[config.mk]
export PLATFORM = sky130hd
export DESIGN_NAME = mem_bus_master_flat
export DESIGN_NICKNAME = d
export VERILOG_FILES = /design/src/rtl/mem_bus_master_if.sv /design/src/rtl/mem_bus_master.sv /design/src/flat_wrapper.sv
export SDC_FILE = /design/constraint.sdc
export NUM_CORES = 1
export LEC_CHECK = 0
export ABC_AREA = 1
export CAP_MARGIN = 20
export CORE_MARGIN = 2
export CORE_UTILIZATION = 57
export CTS_CLUSTER_DIAMETER = 40
export DETAILED_ROUTE_END_ITERATION = 10
export HOLD_SLACK_MARGIN = 0.02
export PLACE_DENSITY = 0.83
export SLEW_MARGIN = 20
export SYNTH_ARGS = -nofsm -noshare
export SYNTH_HDL_FRONTEND = slang
export SYNTH_SLANG_ARGS = --single-unit
[constraint.sdc]
create_clock -name clk -period 3.3 [get_ports clk]
set_input_delay 0.33 -clock clk [delete_from_list [all_inputs] [get_ports clk]]
set_output_delay 0.33 -clock clk [all_outputs]
set_load 0.01 [all_outputs]
[src/rtl/mem_bus_master_if.sv]
// Signal bundle between a request/response client, mem_bus_master and the memory bus.
// Both handshakes transfer on a rising edge where valid && ready; valid holds its payload stable until then.
interface mem_bus_master_if #(
    parameter int ADDR_W = 8,
    parameter int DATA_W = 8
);
    logic              req_valid;
    logic              req_ready;
    logic              req_write;
    logic [ADDR_W-1:0] req_addr;
    logic [DATA_W-1:0] req_wdata;

    logic              rsp_valid;
    logic              rsp_ready;
    logic              rsp_write;
    logic [DATA_W-1:0] rsp_rdata;
    logic              rsp_err;

    logic              read;
    logic              write;
    logic              enable;
    logic [ADDR_W-1:0] address;
    logic [DATA_W-1:0] wdata;
    logic [DATA_W-1:0] rdata;

    modport master (
        input  req_valid, req_write, req_addr, req_wdata, rsp_ready, rdata,
        output req_ready, rsp_valid, rsp_write, rsp_rdata, rsp_err,
               read, write, enable, address, wdata
    );

    modport slave (
        output req_valid, req_write, req_addr, req_wdata, rsp_ready, rdata,
        input  req_ready, rsp_valid, rsp_write, rsp_rdata, rsp_err,
               read, write, enable, address, wdata
    );
endinterface

[src/rtl/mem_bus_master.sv]
// Buffers read/write requests in a small FIFO and issues each as a one-cycle memory bus access,
// returning one in-order response per request; out-of-range addresses are answered with an error.
module mem_bus_master #(
    parameter int ADDR_W     = 8,
    parameter int DATA_W     = 8,
    parameter int MEM_DEPTH  = 8,
    parameter int FIFO_DEPTH = 4
) (
    input  logic                   clk,
    input  logic                   rst_n,
    mem_bus_master_if.master       bus,
    output logic                   busy,
    output logic [15:0]            txn_count,
    output logic [1:0]             state_dbg
);
    localparam int PW = $clog2(FIFO_DEPTH);
    localparam int EW = 1 + ADDR_W + DATA_W;

    typedef enum logic [1:0] {
        IDLE   = 2'd0,
        ACCESS = 2'd1,
        RESP   = 2'd2
    } state_t;

    state_t            state_q;
    logic              enable_q;
    logic              read_q;
    logic              write_q;
    logic [ADDR_W-1:0] address_q;
    logic [DATA_W-1:0] wdata_q;
    logic              rsp_valid_q;
    logic              rsp_write_q;
    logic [DATA_W-1:0] rsp_rdata_q;
    logic              rsp_err_q;
    logic [15:0]       txn_q;

    logic [EW-1:0]     fifo_mem [FIFO_DEPTH];
    logic [PW:0]       wr_ptr_q;
    logic [PW:0]       rd_ptr_q;
    logic [PW:0]       wr_ptr_d;
    logic [PW:0]       rd_ptr_d;
    logic              fifo_empty;
    logic              fifo_full;
    logic              push;
    logic              pop;
    logic [EW-1:0]     head;
    logic              head_write;
    logic [ADDR_W-1:0] head_addr;
    logic [DATA_W-1:0] head_wdata;
    logic              head_in_range;

    // The extra MSB on each pointer separates full (MSBs differ) from empty (MSBs equal).
    assign fifo_empty = (wr_ptr_q == rd_ptr_q);
    assign fifo_full  = (wr_ptr_q[PW] != rd_ptr_q[PW]) &&
                        (wr_ptr_q[PW-1:0] == rd_ptr_q[PW-1:0]);

    assign bus.req_ready = rst_n && !fifo_full;
    assign push          = bus.req_valid && bus.req_ready;
    assign pop           = (state_q == IDLE) && !fifo_empty;

    assign head          = fifo_mem[rd_ptr_q[PW-1:0]];
    assign head_write    = head[EW-1];
    assign head_addr     = head[ADDR_W+DATA_W-1:DATA_W];
    assign head_wdata    = head[DATA_W-1:0];
    assign head_in_range = (32'(head_addr) < 32'(MEM_DEPTH));

    assign wr_ptr_d = wr_ptr_q + (PW+1)'(push);
    assign rd_ptr_d = rd_ptr_q + (PW+1)'(pop);

    always_ff @(posedge clk) begin
        if (push) begin
            fifo_mem[wr_ptr_q[PW-1:0]] <= {bus.req_write, bus.req_addr, bus.req_wdata};
        end
    end

    always_ff @(posedge clk or negedge rst_n) begin
        if (!rst_n) begin
            wr_ptr_q <= '0;
            rd_ptr_q <= '0;
        end else begin
            wr_ptr_q <= wr_ptr_d;
            rd_ptr_q <= rd_ptr_d;
        end
    end

    always_ff @(posedge clk or negedge rst_n) begin
        if (!rst_n) begin
            state_q     <= IDLE;
            enable_q    <= 1'b0;
            read_q      <= 1'b0;
            write_q     <= 1'b0;
            address_q   <= '0;
            wdata_q     <= '0;
            rsp_valid_q <= 1'b0;
            rsp_write_q <= 1'b0;
            rsp_rdata_q <= '0;
            rsp_err_q   <= 1'b0;
            txn_q       <= '0;
        end else begin
            case (state_q)
                IDLE: begin
                    if (!fifo_empty) begin
                        if (head_in_range) begin
                            state_q   <= ACCESS;
                            enable_q  <= 1'b1;
                            read_q    <= !head_write;
                            write_q   <= head_write;
                            address_q <= head_addr;
                            wdata_q   <= head_wdata;
                        end else begin
                            // Rejected request: answer directly, the bus stays quiet.
                            state_q     <= RESP;
                            rsp_valid_q <= 1'b1;
                            rsp_write_q <= head_write;
                            rsp_rdata_q <= '0;
                            rsp_err_q   <= 1'b1;
                        end
                    end
                end
                ACCESS: begin
                    state_q     <= RESP;
                    enable_q    <= 1'b0;
                    read_q      <= 1'b0;
                    write_q     <= 1'b0;
                    address_q   <= '0;
                    wdata_q     <= '0;
                    rsp_valid_q <= 1'b1;
                    rsp_write_q <= write_q;
                    rsp_rdata_q <= read_q ? bus.rdata : '0;
                    rsp_err_q   <= 1'b0;
                    txn_q       <= txn_q + 16'd1;
                end
                RESP: begin
                    if (bus.rsp_ready) begin
                        state_q     <= IDLE;
                        rsp_valid_q <= 1'b0;
                    end
                end
                default: state_q <= IDLE;
            endcase
        end
    end

    assign bus.enable    = enable_q;
    assign bus.read      = read_q;
    assign bus.write     = write_q;
    assign bus.address   = address_q;
    assign bus.wdata     = wdata_q;
    assign bus.rsp_valid = rsp_valid_q;
    assign bus.rsp_write = rsp_write_q;
    assign bus.rsp_rdata = rsp_rdata_q;
    assign bus.rsp_err   = rsp_err_q;

    assign busy      = !fifo_empty || (state_q != IDLE);
    assign txn_count = txn_q;
    assign state_dbg = state_q;
endmodule

[src/flat_wrapper.sv]
// flat-port wrapper written by rule: the top's interface ports become plain ports
module mem_bus_master_flat 
#(
    parameter int ADDR_W     = 8,
    parameter int DATA_W     = 8,
    parameter int MEM_DEPTH  = 8,
    parameter int FIFO_DEPTH = 4
)
  (clk, rst_n, busy, txn_count, state_dbg, bus_req_valid, bus_req_write, bus_req_addr, bus_req_wdata, bus_rsp_ready, bus_rdata, bus_req_ready, bus_rsp_valid, bus_rsp_write, bus_rsp_rdata, bus_rsp_err, bus_read, bus_write, bus_enable, bus_address, bus_wdata);
  mem_bus_master_if #(.ADDR_W(ADDR_W), .DATA_W(DATA_W)) bus_i ();
  input  logic clk;
  input  logic rst_n;
  output logic busy;
  output logic [15:0] txn_count;
  output logic [1:0] state_dbg;
  input wire logic [$bits(bus_i.req_valid)-1:0] bus_req_valid;
  input wire logic [$bits(bus_i.req_write)-1:0] bus_req_write;
  input wire logic [$bits(bus_i.req_addr)-1:0] bus_req_addr;
  input wire logic [$bits(bus_i.req_wdata)-1:0] bus_req_wdata;
  input wire logic [$bits(bus_i.rsp_ready)-1:0] bus_rsp_ready;
  input wire logic [$bits(bus_i.rdata)-1:0] bus_rdata;
  output wire logic [$bits(bus_i.req_ready)-1:0] bus_req_ready;
  output wire logic [$bits(bus_i.rsp_valid)-1:0] bus_rsp_valid;
  output wire logic [$bits(bus_i.rsp_write)-1:0] bus_rsp_write;
  output wire logic [$bits(bus_i.rsp_rdata)-1:0] bus_rsp_rdata;
  output wire logic [$bits(bus_i.rsp_err)-1:0] bus_rsp_err;
  output wire logic [$bits(bus_i.read)-1:0] bus_read;
  output wire logic [$bits(bus_i.write)-1:0] bus_write;
  output wire logic [$bits(bus_i.enable)-1:0] bus_enable;
  output wire logic [$bits(bus_i.address)-1:0] bus_address;
  output wire logic [$bits(bus_i.wdata)-1:0] bus_wdata;
  assign bus_i.req_valid = bus_req_valid;
  assign bus_i.req_write = bus_req_write;
  assign bus_i.req_addr = bus_req_addr;
  assign bus_i.req_wdata = bus_req_wdata;
  assign bus_i.rsp_ready = bus_rsp_ready;
  assign bus_i.rdata = bus_rdata;
  assign bus_req_ready = bus_i.req_ready;
  assign bus_rsp_valid = bus_i.rsp_valid;
  assign bus_rsp_write = bus_i.rsp_write;
  assign bus_rsp_rdata = bus_i.rsp_rdata;
  assign bus_rsp_err = bus_i.rsp_err;
  assign bus_read = bus_i.read;
  assign bus_write = bus_i.write;
  assign bus_enable = bus_i.enable;
  assign bus_address = bus_i.address;
  assign bus_wdata = bus_i.wdata;
  mem_bus_master #(.ADDR_W(ADDR_W), .DATA_W(DATA_W), .MEM_DEPTH(MEM_DEPTH), .FIFO_DEPTH(FIFO_DEPTH)) u_core (.clk(clk), .rst_n(rst_n), .bus(bus_i), .busy(busy), .txn_count(txn_count), .state_dbg(state_dbg));
endmodule
# Yosys cells after proc, flatten, opt, wreduce, memory -nomap -nowiden
# Memories as Yosys holds them, arrays and structs flattened.
# Index checks and enable logic that the tools add are counted.
# classes
addsub,3
n_lt_le_gt_ge,1
eq_ne,9
mux,33
n_reduce_logical,16
# ops
cell,count
2-to-1 mux 8 bit,7
case mux 8 bit (2 select lines),3
adder 16 x 1 -> 16 bit (second input constant),1
2-to-1 mux 1 bit,13
case mux 1 bit (2 select lines),5
less-than comparator 8 x 4 -> 1 bit (second input constant),1
adder 3 x 1 -> 3 bit,2
2-to-1 mux 2 bit,3
!= test 2 bit (second input constant),3
case mux 2 bit (3 select lines),1
AND reduction 3 bit,2
logical AND 1 bit,4
AND reduction 4 bit,1
nonzero test 2 bit,2
equality test 3 bit,1
zero test 1 bit,3
case mux 1 bit (3 select lines),1
nonzero test 3 bit,1
equality test 2 x 1 -> 1 bit (second input constant),1
equality test 2 bit,1
equality test 2 bit (second input constant),1
zero test 2 bit,1
!= test 2 x 1 -> 1 bit (second input constant),1
AND reduction 2 bit,1
2 further kinds,2
# word_totals
ff_bits,54
ramBits,68
inputBits,29
output_inout_bits,50
word_cells,76
n_memories,1
# memory_table
name,words,word_bits,rd,rd_ports_with_merged_regs,wr,line,text
u_core.fifo_mem,4,17,1,0,1,mem_bus_master.sv:37,logic [EW-1:0] fifo_mem [FIFO_DEPTH];

# Depth between registers and ports, before layout
# Gate-level depths: netlist of run 1.
# depth
ltp_word,7
depth_mapped,12
depth_no_buf,10

# Least setup slack after synthesis of run 1
# OpenSTA, ideal clock, no wires.
# synth_path
path_type,flip-flop to flip-flop
startpoint,reg u_core.rd_ptr_q[0]
endpoint,"mem u_core.fifo_mem[0][0] (netlist bit), enable pin"
setup_ps,390
arrival_ps,1785
required_time_ps,2910
slack_ps,1124
path_stages_with_launch,10
period_less_slack_ps,2176
path_cell_list,dfrtp_1 > inv_2 > buf_6 > nand2_1 > nand2_1 > nand4_1 > nand2_1 > nor2_1 > nand2_1 > nor2_1
# synth_between
elab_chain_cells,7
# synth_rtl
item,line,text
"start, declared",mem_bus_master.sv:39,logic [PW:0] rd_ptr_q;
"start signal, assigned",mem_bus_master.sv:82,rd_ptr_q <= rd_ptr_d;
equality test 2 bit,mem_bus_master.sv:55,(wr_ptr_q[PW-1:0] == rd_ptr_q[PW-1:0]);
logical AND 1 bit,mem_bus_master.sv:54,assign fifo_full = (wr_ptr_q[PW] != rd_ptr_q[PW]) &&
zero test 1 bit,mem_bus_master.sv:57,assign bus.req_ready = rst_n && !fifo_full;
logical AND 1 bit,mem_bus_master.sv:57,
logical AND 1 bit,mem_bus_master.sv:58,assign push = bus.req_valid && bus.req_ready;
2-to-1 mux 1 bit,mem_bus_master.sv:71,if (push) begin
2-to-1 mux 1 bit (implied by the code),mem_bus_master.sv:72,"fifo_mem[wr_ptr_q[PW-1:0]] <= {bus.req_write, bus.req_addr, bus.req_wdata};"
"end, declared",mem_bus_master.sv:37,
# No other way between the ends.

# Worst setup path in the final report of run 1
# layout_path
startpoint,reg u_core.rd_ptr_q[0]
endpoint,out bus_req_ready
# layout_between
elab_chain_cells,4
# layout_rtl
item,line,text
equality test 2 bit,mem_bus_master.sv:55,
logical AND 1 bit,mem_bus_master.sv:54,
zero test 1 bit,mem_bus_master.sv:57,
logical AND 1 bit,mem_bus_master.sv:57,
"end, declared",flat_wrapper.sv:22,output wire logic [$bits(bus_i.req_ready)-1:0] bus_req_ready;
# No other way between the ends.

==> impl_results.md, run 1 <==
* Status: finished, final reports clean
* Root Buffer Master: clkbuf_8
* FP Rows at 33
* Minimum clock period at 2.73 ns
* Via count at approximately 3400
* Die Width at about 97 µm
* Detailed Routing Iterations Pass 1 at 5
* FMAX at 367 MHz
* Seq/Total Area, Yosys at 0.694
* Main flop type after synthesis: edfxtp_1
* Mapped Cells at 434
* CTS Sinks at 122
* Cell variety after synth at 29
* Antenna-violating nets left at 0
* Synthesized net count at 468
* Asr flop ratio synth at 0.443
* Final wirelength at 10400 µm
* IO Pins at 79
* Iter 0 DRT Violations at 222
* Unrepaired setup endpoints after global routing: false
* DRC at 0
* Hold Slack at 0.380 ns
* Largest net degree at the start of global routing at 55
* Top cell type's share of synthesized area at 0.418
* First-pass GRT wire length at 17000 µm
* Die Height at 96.6 µm
* Worst Path Arrival at roughly 2.4 ns
* Crit Path Max Fanout at 31
* Clock Path Buffers at 2
* Inserted Clock Buffers at 17
* Ys Warns at 0
* Initial core utilization at 0.592
* Final Hold Vio Count at 0
* # Max-Cap Violations at 0
* Period Utilization, post-route at 0.826
* Gpl congestion at 0.846
* Final Slew Violations at 0
* CTS resizes at 0
* Mapped Avg Cell Area at around 11 µm²
* Core Box Area at 8260 µm²
* # diodes at 0
* Setup TNS at 0 ns
* Synthesized cell area at 4890 µm²
* Worst Path Required at 2.97 ns
* Global route total overflow at 0
* CP Launch Type: flip-flop
* Initial antenna violation count at 0
* Rel. slew slack at 0.552
* Synth area leader: edfxtp_1
* Max VDD drop at between 0.4 and 0.5 mV
* Final setup viols at 0
* Worst-margin pin slew at 0.672 ns
* Vias in the first global route at 3546
* Vias per Instance at 5.33
* Postcts setup bufs at 0
* Synth Register Bits at 122
* Pwr Density at 770 nW/µm²
* PortBufs at 78
* CP Class: reg -> out
* Layout cells sized above 1 at 0.0912
* Total chip power at roughly 0.0049 W
* HP Class: in -> reg
* DP HPWL at 6640 µm
* Synth area leaders: edfxtp_1, dfrtp_1, nand2_1, nor2_1, o21ai_0
* H-tree levels at 4
* GRT Total Usage at 0.231
* Wire length per cell at 16.2 µm
* Final clock skew at 0.00565 ns
* Crit end category: output port
* P&R area growth vs syn at 29.1%
* Layout net count at between 500 and 600
* Leak at 2.70 nW
* Clock slew at reported path FFs at 0.06 ns
* Number of flops mapped to enable cells by yosys at 68
* CTS tree: yes
* Die footprint at 9340 µm²
* Clock latency at the later pin of the worst-skew pair at 0.51 ns
per-layer routing:
layer | global-route usage | vias to the layer above | share of wire
met5 | 0 | - | 0
met4 | 0.0953 | 0 | 0.018
met3 | 0.0679 | 17 | 0.059
met2 | 0.401 | 118 | 0.52
met1 | 0.269 | 1656 | 0.40
li1 | - | 1631 | -
path summary, 6_finish.rpt:
check	startpoint	depth (start not counted)	slack, ns	to
min reg2reg	u_core.bus.wdata[2]	2	0.47	u_core.bus.wdata[2]
max reg2reg	u_core.rd_ptr_q[0]	10	1.04	u_core.fifo_mem[3][15]
min in group asynchronous	rst_n	3	0.51	u_core.bus.address[7]
max	u_core.rd_ptr_q[0]	8	0.57	bus_req_ready
min	bus_rdata[3]	3	0.38	u_core.bus.rsp_rdata[3]
max in group asynchronous	rst_n	3	2.33	u_core.bus.rsp_rdata[1]
state kept, by name, summed over array words and instances (netlist names):
register and count:
u_core.bus.read 1, u_core.bus.write 1, u_core.txn_count 16, u_core.bus.rsp_valid 1, u_core.rd_ptr_q 3, u_core.fifo_mem 68
u_core.bus.wdata 8, u_core.wr_ptr_q 3, u_core.bus.rsp_write 1, u_core.bus.rsp_err 1, u_core.bus.address 8, u_core.bus.rsp_rdata 8
u_core.bus.enable 1, u_core.state_dbg 2
timing repair:
action                     in CTS  in global routing
setup endpoints to repair       0                  0
hold buffers                    1                  0
hold endpoints to repair       54                  0
where the power goes:
part / switching [W] / leakage [nW] / total, W / internal (W)
registers: 0.000169 / 1.34 / 0.00201 / 0.00184
logic: 0.000702 / 1.09 / 0.00114 / 0.000442
clock network: 0.000643 / 0.256 / 0.00171 / 0.00107
total: 0.00151 / 2.70 / 0.00486 / 0.00335
Yosys cell counts (5+ instances only):
master,instances
nand2_1,118
inv_1,27
o21ai_0,23
nand3_1,20
xor2_1,10
o22ai_1,11
clkbuf_1,8
edfxtp_1,68
dfrtp_1,54
nor2_1,52
ha_1,5
area by class of cell:
cell class / instances / area, µm²
Inverter: 31 / 116
Multi-Input combinational cell: 267 / 1290
Timing Repair Buffer: 85 / 831
Clock inverter: 12 / 125
Clock buffer: 20 / 425
Tap cell: 105 / 131
Sequential cell: 122 / 3390
Fill cell: 514 / 1940
logic make-up after synthesis:
logic type / Yosys count / synth area share
buffers and inverters: 45 / 0.0417
flip-flops: 122 / 0.694
XOR/XNOR: 15 / 0.0284
adder cells (fa/ha/maj): 5 / 0.0128
AND/OR/NAND/NOR: 209 / 0.181
AO/OA/AOI/OAI: 38 / 0.0422
cell usage in the layout (no fill, tap or decap), types with 2 or more instances in the layout:
| cell type | count |
|---|---|
| nand2_2 | 3 |
| clkbuf_1 | 3 |
| clkinv_2 | 2 |
| nand2_1 | 118 |
| inv_2 | 4 |
| o21ai_0 | 23 |
| nand4_1 | 4 |
| nand3_1 | 20 |
| edfxtp_1 | 68 |
| nand3b_1 | 4 |
| clkinvlp_4 | 4 |
| clkdlybuf4s50_1 | 77 |
| clkinv_1 | 2 |
| xnor2_1 | 4 |
| inv_1 | 27 |
| buf_4 | 6 |
| dfrtp_1 | 54 |
| nor2_2 | 2 |
| ha_1 | 5 |
| a21oi_1 | 3 |
| bufinv_16 | 2 |
| nor2_1 | 52 |
| o22ai_1 | 11 |
| xor2_1 | 10 |
| clkbuf_16 | 16 |
worst max-delay path, stage by stage (launching register included):
cell             delay [ns]
dfrtp_1                0.36
buf_4                  0.22
inv_2                  0.38
nand2_1                0.11
nand2_1                0.13
nand4_1                0.09
nand2_1                0.09
inv_1                  0.04
clkdlybuf4s50_1        0.46
metrics by stage:
step | setup WS, ns | utilization | instances | instance area, µm²
finish | 0.574 | 0.765 | 642 | 6310
global route | 0.426 | 0.765 | 642 | 6310
CTS | 0.561 | 0.765 | 642 | 6310
detailed placement | 1.06 | 0.697 | 609 | 5750
global placement | 1.16 | 0.697 | 609 | 5750
floorplan | 1.12 | - | 434 | 4890
(Power assumes the default switching activity.)
==> run 2: changes to the inputs <==
--- a/config.mk
+++ b/config.mk
@@ -8,11 +8,11 @@
 export ABC_AREA = 1
 export CAP_MARGIN = 20
 export CORE_MARGIN = 2
-export CORE_UTILIZATION = 57
+export CORE_UTILIZATION = 53
 export CTS_CLUSTER_DIAMETER = 40
 export DETAILED_ROUTE_END_ITERATION = 10
 export HOLD_SLACK_MARGIN = 0.02
-export PLACE_DENSITY = 0.83
+export PLACE_DENSITY = 0.78
 export SLEW_MARGIN = 20
 export SYNTH_ARGS = -nofsm -noshare
 export SYNTH_HDL_FRONTEND = slang
==> constraint.sdc (replaced) <==
create_clock -name clk -period 2.76 [get_ports clk]
set_input_delay 0.276 -clock clk [delete_from_list [all_inputs] [get_ports clk]]
set_output_delay 0.276 -clock clk [all_outputs]
set_load 0.01 [all_outputs]
==> impl_results.md, run 2 (synthesis gave the netlist of run 1 again) <==
* Wire length per cell at 15.4 µm (-4.5%)
* Worst Path Required at 2.48 ns (-0.49 ns)
* Vias per Instance at 5.18 (-2.8%)
* Initial core utilization at 0.537 (-0.0553)
* Sw Ratio at 0.308 (-0.00356)
* Vias in the first global route at 3337 (-5.9%)
* Final Slew Violations at 0 (unchanged)
* Worst-margin pin slew at 0.661 ns (-0.0115 ns)
* HP Class: in -> reg
* DRC at 0 (unchanged)
* Clock slew at reported path FFs at 0.06 ns (about the same)
* Combinational share of power at 0.236 (about the same)
* H-tree levels at 4 (unchanged)
* Clock group share of total power at 0.355 (+0.003)
* Die footprint at 10000 µm² (+7.2%)
* Worst Path Arrival at 2.14 ns (-0.26 ns)
* PortBufs at 78 (unchanged)
* Critical path origin: u_core.rd_ptr_q[1]
* Largest register FFs at 68 (unchanged)
* First-pass GRT wire length at 16100 µm (-5.1%)
* Via count at 3361 (-1.8%)
* IO Pins at 79 (unchanged)
* CP Launch Type: flip-flop
* Antenna-violating nets left at 0 (unchanged)
* Register share of total power at 0.408 (-0.005)
* FMAX at 413 MHz
* Internal power at 0.00406 W (+21%)
* Period Utilization, post-route at 0.877
* M2 GR Usage at 0.356 (-0.0451)
* Most frequent cells in the layout: nand2_1, clkdlybuf4s50_1, edfxtp_1
* Layout cells sized above 1 at 0.100 (+0.00912)
* Most common cell after layout, fill and taps aside: nand2_1
* # Max-Cap Violations at 0 (unchanged)
* Minimum clock period at 2.42 ns
* Met1 GRT Util at 0.267 (-0.00213)
* CP Class: reg -> out
* GRT Total Usage at 0.214 (-0.0172)
* Area after detailed placement at 5770 µm² (+0.26%)
* Global route total overflow at 0 (unchanged)
* Final setup viols at 0 (unchanged)
* Sw power at 0.00180 W (+19%)
* Hold Path Origin: bus_rdata[0]
* Clock Path Buffers at 2 (unchanged)
* Cells after DPL at 616 (+1.1%)
* CP cell instances: xnor2_2 -> nand4_1 -> nand2_1 -> inv_1 -> clkdlybuf4s50_1
* Die Width at 100 µm (+3.5%)
* Inserted Clock Buffers at 17 (unchanged)
* CTS tree: yes
* Die Height at 100 µm (+3.5%)
* Slowest CP cell: dfrtp_1
* Clock latency at the later pin of the worst-skew pair at 0.51 ns (about the same)
* # diodes at 0 (unchanged)
* Final instance area at 6350 µm² (+0.55%)
* RR Startpoint: u_core.rd_ptr_q[1]
* Iter 0 DRT Violations at 231 (+4.1%)
* Detailed Routing Iterations Pass 1 at 4 (-1)
* Crit Path Max Fanout at 17 (-45%)
* Status: finished, final reports clean
* P&R area growth vs syn at 29.9%
* Rel. slew slack at 0.560 (+0.00765)
* Largest net degree at the start of global routing at 55 (unchanged)
* CP peak stage delay at 0.71 ns (+0.25 ns)
* Unrepaired setup endpoints after global routing: false
* Core Box Area at 9110 µm² (+10%)
* CP bufs+invs at 2 (-2)
* Leak at 2.73 nW (+1.4%)
* Crit end category: output port
* Gpl congestion at 0.824 (-2.7%)
* Layer with the highest usage: met2
* Layout Cells excl Fill at 649 (+1.1%)
* CTS Sinks at 122 (unchanged)
* Root Buffer Master: clkbuf_8
* M3 GR Usage at 0.0508 (-0.0171)
* Total chip power at 0.00586 W (+21%)
* Final Hold Vio Count at 0 (unchanged)
* Initial antenna violation count at 0 (unchanged)
* Final wirelength at 10000 µm (-3.4%)
* Setup TNS at 0 ns (unchanged)
* Final clock skew at 0.00670 ns (+0.00104 ns)
* Layout net count at 559 (+0.18%)
* Max VDD drop at 0.492 mV (+3.4%)
* Hold Slack at 0.319 ns (-0.0611 ns)
* DP HPWL at 6620 µm (-0.28%)
* CP top delay family: flip-flops
* Pwr Density at 923 nW/µm² (+20%)
* FP Rows at 35 (+6.1%)
## run 2: through the flow
step	util	setup slack [ns]
after floorplan	-	0.584
after global placement	0.633	0.848
after detailed placement	0.633	0.769
after CTS	0.697	0.325
after global routing	0.697	0.225
final	0.697	0.341
## run 2: area by class of cell
cell class | instances | area (µm²)
repair buffers | 86 | 838
clock inverters | 11 | 88.8
flip-flops and latches | 122 | 3390
multi-input cells | 267 | 1290
inverters | 31 | 116
clock buffers | 21 | 482
fillers | 652 | 2760
well taps | 111 | 139
## run 2: final timing paths
check	to	slack, ns	cells past startpoint
max	bus_req_ready	0.34	5
min	u_core.bus.rsp_rdata[0]	0.32	3
max reg2reg	u_core.fifo_mem[0][9]	0.74	7
min reg2reg	u_core.bus.wdata[3]	0.47	2
max in group asynchronous	u_core.bus.wdata[7]	1.84	3
min in group asynchronous	u_core.bus.address[4]	0.47	3
## run 2: power by group through the flow
stage	logic (W)	clock network, W	registers, W
final	0.00139	0.00208	0.00239
after global routing	0.00155	0.00218	0.00242
after CTS	0.00140	0.00212	0.00239
after detailed placement	0.00137	0	0.00242
after global placement	0.00133	0	0.00241
after floorplan	0.000893	0	0.00240
## run 2: worst min-delay path, delay by kind of cell
kind	cells	cell delay [ns]
buf+inv	1	0.39
simple gates	2	0.12
## run 2: metal layers
layer	wire length, µm	part of all wire
met1	4180	0.42
met2	5000	0.50
met3	667	0.067
met4	158	0.016
met5	0	0
## run 2: timing repair
item,4_1_cts,5_1_grt
hold buffers,1,0
endpoints found under the hold margin,54,0
buffers inserted,0,0
resized for setup,0,0
